===== config.mk =====
export PLATFORM = sky130hd
export DESIGN_NAME = char_mem_ctrl
export DESIGN_NICKNAME = d
export VERILOG_FILES = /design/src/rtl/char_mem_ctrl_pkg.sv /design/src/rtl/char_port_arb.sv /design/src/rtl/char_mem_ctrl.sv
export SDC_FILE = /design/constraint.sdc
export NUM_CORES = 1
export LEC_CHECK = 0
export CAP_MARGIN = 20
export CORE_ASPECT_RATIO = 0.75
export CORE_MARGIN = 8
export CORE_UTILIZATION = 38
export CTS_CLUSTER_SIZE = 16
export DETAILED_ROUTE_END_ITERATION = 8
export GPL_TIMING_DRIVEN = 1
export PLACE_DENSITY = 0.64
export SKIP_LAST_GASP = 1
export SYNTH_ARGS = -nofsm -noshare
export SYNTH_HDL_FRONTEND = slang
export SYNTH_SLANG_ARGS = --single-unit

===== constraint.sdc =====
create_clock -name clk -period 6.55 [get_ports clk]
set_clock_uncertainty 0.1 [all_clocks]
set_input_delay 1.965 -clock clk [delete_from_list [all_inputs] [get_ports clk]]
set_output_delay 1.965 -clock clk [all_outputs]
set_load 0.05 [all_outputs]

===== src/rtl/char_mem_ctrl_pkg.sv =====
// Shared types and default geometry for the text-mode character memory controller.
// Words are opaque 32-bit cells: ASCII [7:0], foreground [19:8], background [31:20].
package char_mem_ctrl_pkg;

    localparam int DEF_COLS   = 128;
    localparam int DEF_ROWS   = 32;
    localparam int DEF_ADDR_W = 12;
    localparam int DATA_W     = 32;

    // One-hot grant bit positions shared by the arbiter and the port mux
    localparam int GNT_CPU = 0;
    localparam int GNT_ENG = 1;

    typedef enum logic [1:0] {
        OP_NOP    = 2'd0,
        OP_CLEAR  = 2'd1,
        OP_SCROLL = 2'd2,
        OP_RSVD   = 2'd3
    } op_e;

    typedef enum logic [2:0] {
        ST_IDLE    = 3'd0,
        ST_CLR     = 3'd1,
        ST_SC_RD   = 3'd2,
        ST_SC_WR   = 3'd3,
        ST_SC_FILL = 3'd4
    } state_e;

    function automatic logic is_engine_op(input op_e op);
        return (op == OP_CLEAR) || (op == OP_SCROLL);
    endfunction

endpackage


===== src/rtl/char_port_arb.sv =====
// Two-requester port arbiter: the CPU wins by default, the engine wins the cycle
// after a CPU grant, so each side gets at least every other cycle under contention.
module char_port_arb
    import char_mem_ctrl_pkg::*;
(
    input  logic       clk,
    input  logic       rst_n,
    input  logic       cpu_req,
    input  logic       eng_req,
    output logic [1:0] grant
);

    logic cpu_gnt_p1;
    logic eng_win;

    always_comb begin
        eng_win        = eng_req && (!cpu_req || cpu_gnt_p1);
        grant          = 2'b00;
        grant[GNT_ENG] = eng_win;
        grant[GNT_CPU] = cpu_req && !eng_win;
    end

    // Fairness bit: remembers whether the CPU owned the port last cycle
    always_ff @(posedge clk) begin
        if (!rst_n) begin
            cpu_gnt_p1 <= 1'b0;
        end else begin
            cpu_gnt_p1 <= grant[GNT_CPU];
        end
    end

endmodule


===== src/rtl/char_mem_ctrl.sv =====
// Data-port controller for the character/colour memory: shares one port between
// CPU loads/stores and a clear / scroll-up-one-row engine.
module char_mem_ctrl
    import char_mem_ctrl_pkg::*;
#(
    parameter int COLS   = DEF_COLS,
    parameter int ROWS   = DEF_ROWS,
    parameter int ADDR_W = DEF_ADDR_W
) (
    input  logic              clk,
    input  logic              rst_n,
    input  logic              cpu_req,
    input  logic              cpu_we,
    input  logic [ADDR_W-1:0] cpu_addr,
    input  logic [DATA_W-1:0] cpu_wdata,
    output logic              cpu_ack,
    output logic [DATA_W-1:0] cpu_rdata,
    input  logic              cmd_valid,
    input  logic [1:0]        cmd_op,
    input  logic [DATA_W-1:0] cmd_fill,
    output logic              cmd_ready,
    output logic              busy,
    output logic              done,
    output logic [ADDR_W-1:0] mem_addr,
    output logic              mem_we,
    output logic [DATA_W-1:0] mem_wdata,
    input  logic [DATA_W-1:0] mem_rdata
);

    localparam logic [ADDR_W-1:0] LAST_PTR  = ADDR_W'(COLS * ROWS - 1);
    localparam logic [ADDR_W-1:0] FILL_BASE = ADDR_W'((ROWS - 1) * COLS);
    localparam logic [ADDR_W-1:0] ROW_STEP  = ADDR_W'(COLS);

    state_e            state;
    state_e            state_nxt;
    op_e               op;
    logic              cmd_acc;

    logic [ADDR_W-1:0] ptr;
    logic [ADDR_W-1:0] ptr_inc;
    logic [DATA_W-1:0] fill_q;
    logic [DATA_W-1:0] hold_q;
    logic [DATA_W-1:0] hold_eff;
    logic              eng_rd_p1;

    logic              eng_req;
    logic              eng_we;
    logic              eng_last;
    logic [ADDR_W-1:0] eng_addr;
    logic [DATA_W-1:0] eng_wdata;

    logic [1:0]        grant;
    logic              cpu_gnt;
    logic              eng_gnt;
    logic              ack_rd_p1;
    logic [ADDR_W-1:0] addr_q;
    logic [DATA_W-1:0] wdata_q;

    assign op        = op_e'(cmd_op);
    assign cmd_ready = (state == ST_IDLE);
    assign busy      = (state != ST_IDLE);
    assign cmd_acc   = cmd_valid && cmd_ready && is_engine_op(op);
    assign ptr_inc   = ptr + ADDR_W'(1);
    assign cpu_gnt   = grant[GNT_CPU];
    assign eng_gnt   = grant[GNT_ENG];

    // Read data from the previous cycle's engine read is forwarded straight into
    // the write, so an uncontended scroll needs no extra cycle per word.
    assign hold_eff  = eng_rd_p1 ? mem_rdata : hold_q;

    char_port_arb u_arb (
        .clk     (clk),
        .rst_n   (rst_n),
        .cpu_req (cpu_req),
        .eng_req (eng_req),
        .grant   (grant)
    );

    // Engine state register
    always_ff @(posedge clk) begin
        if (!rst_n) begin
            state <= ST_IDLE;
        end else begin
            state <= state_nxt;
        end
    end

    always_comb begin
        state_nxt = state;
        case (state)
            ST_IDLE: begin
                if (cmd_acc) begin
                    state_nxt = (op == OP_CLEAR) ? ST_CLR : ST_SC_RD;
                end
            end
            ST_CLR, ST_SC_FILL: begin
                if (eng_gnt && (ptr == LAST_PTR)) begin
                    state_nxt = ST_IDLE;
                end
            end
            ST_SC_RD: begin
                if (eng_gnt) begin
                    state_nxt = ST_SC_WR;
                end
            end
            ST_SC_WR: begin
                if (eng_gnt) begin
                    state_nxt = (ptr_inc == FILL_BASE) ? ST_SC_FILL : ST_SC_RD;
                end
            end
            default: state_nxt = ST_IDLE;
        endcase
    end

    always_comb begin
        eng_req   = (state != ST_IDLE);
        eng_we    = 1'b0;
        eng_last  = 1'b0;
        eng_addr  = ptr;
        eng_wdata = fill_q;
        case (state)
            ST_CLR, ST_SC_FILL: begin
                eng_we   = 1'b1;
                eng_last = (ptr == LAST_PTR);
            end
            ST_SC_RD: begin
                eng_addr = ptr + ROW_STEP;
            end
            ST_SC_WR: begin
                eng_we    = 1'b1;
                eng_wdata = hold_eff;
            end
            default: ;
        endcase
    end

    // Pointer advances only on granted engine writes
    always_ff @(posedge clk) begin
        if (!rst_n) begin
            ptr <= '0;
        end else if (cmd_acc) begin
            ptr <= '0;
        end else if (eng_gnt && eng_we) begin
            ptr <= ptr_inc;
        end
    end

    always_ff @(posedge clk) begin
        if (cmd_acc) begin
            fill_q <= cmd_fill;
        end
    end

    // Capture is unconditional in the cycle after an engine read, even when the
    // CPU owns the port that cycle, so the pending write never loses its data.
    always_ff @(posedge clk) begin
        if (!rst_n) begin
            eng_rd_p1 <= 1'b0;
            hold_q    <= '0;
        end else begin
            eng_rd_p1 <= eng_gnt && (state == ST_SC_RD);
            if (eng_rd_p1) begin
                hold_q <= mem_rdata;
            end
        end
    end

    always_ff @(posedge clk) begin
        if (!rst_n) begin
            done      <= 1'b0;
            cpu_ack   <= 1'b0;
            ack_rd_p1 <= 1'b0;
        end else begin
            done      <= eng_gnt && eng_last;
            cpu_ack   <= cpu_gnt;
            ack_rd_p1 <= cpu_gnt && !cpu_we;
        end
    end

    assign cpu_rdata = (cpu_ack && ack_rd_p1) ? mem_rdata : '0;

    // Port mux; with no grant the address and data hold their last values
    always_comb begin
        mem_we    = 1'b0;
        mem_addr  = addr_q;
        mem_wdata = wdata_q;
        if (cpu_gnt) begin
            mem_we    = cpu_we;
            mem_addr  = cpu_addr;
            mem_wdata = cpu_wdata;
        end else if (eng_gnt) begin
            mem_we    = eng_we;
            mem_addr  = eng_addr;
            mem_wdata = eng_wdata;
        end
    end

    always_ff @(posedge clk) begin
        if (!rst_n) begin
            addr_q  <= '0;
            wdata_q <= '0;
        end else begin
            addr_q  <= mem_addr;
            wdata_q <= mem_wdata;
        end
    end

endmodule


==> run_results.csv <==
group,metric,value,unit
pwr,power_density,268,mW/mm^2
floorplan,fp-row-count,41,
cts,clk_path_buf_depth,2,
status,status,"complete, no violations",
grt,grtUsageMet3,0.0668,
cts,cts-root-buf,"clkbuf_16",
synthesis,netlist.area_leader.share,0.291,
cts,clk_pin_slew,0.06,ns
critical_path,crit_fanout,20,
timing,slew_viol_final,0,
timing,finalCriticalPeriod,6.02,ns
timing,fmax,166,MHz
floorplan,die_h,130,um
grt,antenna_found_initial,1,
pwr,p_leak,3.51,nW
synthesis,synth.distinct_cells,56,
grt,grt.total_usage,0.187,
floorplan,die_width,167,um
synthesis,synthSimpleGateAreaFrac,0.227,
critical_path,criticalPathCategory,"in2out",
synthesis,synthXorXnorAreaFrac,0.0215,
synthesis,ys_seq_area_frac,0.438,
grt,grt_max_degree,83,
cts,postCtsHoldBufs,0,
route,viasPerCell,5.39,
cts,cts_sinks,127,
synthesis,ys_top_cells_by_area,"dfxtp_1, edfxtp_1, and2_1",
route,drt_iter0_drc,313,
critical_path,rrSetupSlack,3.72,ns
route,dr.pass1.iters,5,
critical_path,required,4.49,ns
timing,setup_viol,0,
floorplan,die-area,0.0217,sq mm
synthesis,synth_fa_ha_area_frac,0.00766,
critical_path,arrival,3.96,ns
grt,grt_pass1_wl,32.1,mm
synthesis,synth_area_per_cell,9.79,sq um
route,antenna_left,0,
place,gp_congestion,0.860,
cells_and_area,layout_common_cells,"clkdlybuf4s50_1, dfxtp_1, and2_1, nor2_1, and3_1",
grt,busiest_layer,"met2",
timing,rsz0062_at_grt,"no",
grt,grtUsageMet1,0.237,
synthesis,synth_top_family_by_area,"simple AND/OR/NAND/NOR gates",
synthesis,syn_area,0.00653,sq mm
pwr,max-vdd-ir-drop,158,uV
grt,grt_pass1_vias,5896,
timing,final_hold_viol_count,0,
synthesis,synthMuxAreaShare,0.116,
timing,fin_setup_tns,0,ns
cells_and_area,drive_gt1_frac,0.186,
floorplan,coreArea,0.0168,sq mm
cts,cts-resized-gates,0,
place,place_hpwl,13.9,mm
floorplan,pin_count,196,
worst_hold_path,worst_hold_path_type,"reg2reg",
synthesis,async_flop_share,0,
job,cap_violations,0,
place,pre_cts_slack,0.527,ns
cts,cts_setup_buffers,0,
synthesis,synth_ff_type,"dfxtp_1",
route,wire_per_inst,19.4,um
floorplan,start_util,0.388,
synthesis,synth_compound_area_frac,0.132,
timing,setup_slack,0.529,ns
synthesis,syn_inst,667,
cells_and_area,area_growth,38.2,%
cells_and_area,fill_cells,1557,
timing,period_share,0.919,
cts,numCtsBuffers,17,
critical_path,cp-start-kind,"primary input",
critical_path,worstSetupEndpointType,"output port",
timing,relSlewSlack,0.359,
synthesis,ys_seq_elements,127,
synthesis,synth_top_cell_by_area,"dfxtp_1",
route,totalWireLength,20.5,mm
route,vias,5692,
synthesis,synth-edff-count,32,
synthesis,synth_warnings,0,
cells_and_area,layout.nets,946,
cts,h-tree-depth,4,
cells_and_area,mostFrequentLayoutCell,"clkdlybuf4s50_1",
grt,overflow,0,
route,drc,0,
timing,max_slew.worst_pin.slew,0.955,ns
cts,clkLatencyLatePin,0.42,ns
cts,cts_tree,"built",
place,io_buffers,195,
synthesis,synth_nets,786,
grt,use_met2,0.295,
## cell usage after synthesis, types with 3 or more instances
library cell	instances
and2_1	78
o21ai_0	5
buf_6	10
nand2_2	3
and4_1	3
a211oi_1	3
o221a_2	33
nand2_1	7
clkbuf_1	32
ha_1	4
buf_4	3
buf_2	17
nand2b_1	4
a21oi_1	39
nand3_1	41
o31ai_1	3
mux2_1	14
nand4_1	4
edfxtp_1	32
nor2b_1	4
dfxtp_1	95
a211oi_2	6
nor3_1	8
mux2i_1	36
xnor2_1	7
xor2_1	9
and3_1	43
mux2_2	21
inv_1	7
nor2_1	64
## path summary, 6_finish.rpt
path / from / endpoint / cells after the start
hold reg to reg: hold_q[16]$_SDFF_PN0_ / hold_q[16]$_SDFF_PN0_ / 2
setup reg to reg: state[0]$_SDFFE_PN0P_ / fill_q[1]$_DFFE_PP_ / 4
setup / recovery: cpu_req / mem_addr[4] / 6
hold / removal: hold_q[16]$_SDFF_PN0_ / hold_q[16]$_SDFF_PN0_ / 2
## state kept, by name (all words and copies together), names as in the netlist
name / flops
done: 1
fill_q: 32
ack_rd_p1: 1
hold_q: 32
wdata_q: 32
ptr: 12
state: 3
addr_q: 12
eng_rd_p1: 1
cpu_ack: 1
## logic make-up (layout without fill, tap and decap cells)
kind of cell	Yosys count	in the layout
compound gates	107	107
xor+xnor	16	16
fa+ha+maj	4	4
buf+inv	71	244
flops	127	127
mux	71	71
other cells	0	1
simple gates	271	271
## where the power goes
group	total [mW]	switching, mW	internal [mW]
logic	0.636	0.387	0.249
clock network	0.898	0.371	0.527
registers	0.883	0.0256	0.857
## critical path, cell delays in order
cell and delay [ns]:
buf_2 0.37, nand2b_1 0.18, nand2_2 0.27, nor2_1 0.11
a211oi_2 0.21, clkdlybuf4s50_1 0.85
## metrics by stage
step / power, mW / hold WS, ns / instance area (sq um) / cells / utilization
floorplan: 1.32 / 0.437 / 6530 / 667 / -
global placement: 1.52 / 0.445 / 8380 / 1020 / 0.498
detailed placement: 1.53 / 0.458 / 8380 / 1020 / 0.498
CTS: 2.44 / 0.473 / 8940 / 1052 / 0.531
global route: 2.52 / 0.503 / 9030 / 1056 / 0.536
finish: 2.42 / 0.467 / 9030 / 1056 / 0.536
## routing by layer
metal	share of wire	wire (um)
met2	0.44	9100
met5	0	0
met1	0.46	9400
met3	0.081	1660
met4	0.016	335
## layout make-up
type / instances / area (sq um) / share of cell area
Sequential cell: 127 / 2870 / 0.317
Inverter: 8 / 30.0 / 0.00333
Tap cell: 215 / 269 / 0.0298
Antenna cell: 1 / 2.50 / 0.000277
Clock inverter: 14 / 135 / 0.0150
Clock buffer: 18 / 429 / 0.0475
Timing Repair Buffer: 204 / 1990 / 0.220
Multi-Input combinational cell: 469 / 3310 / 0.366
Note: power is estimated with default switching activity, not from simulation.
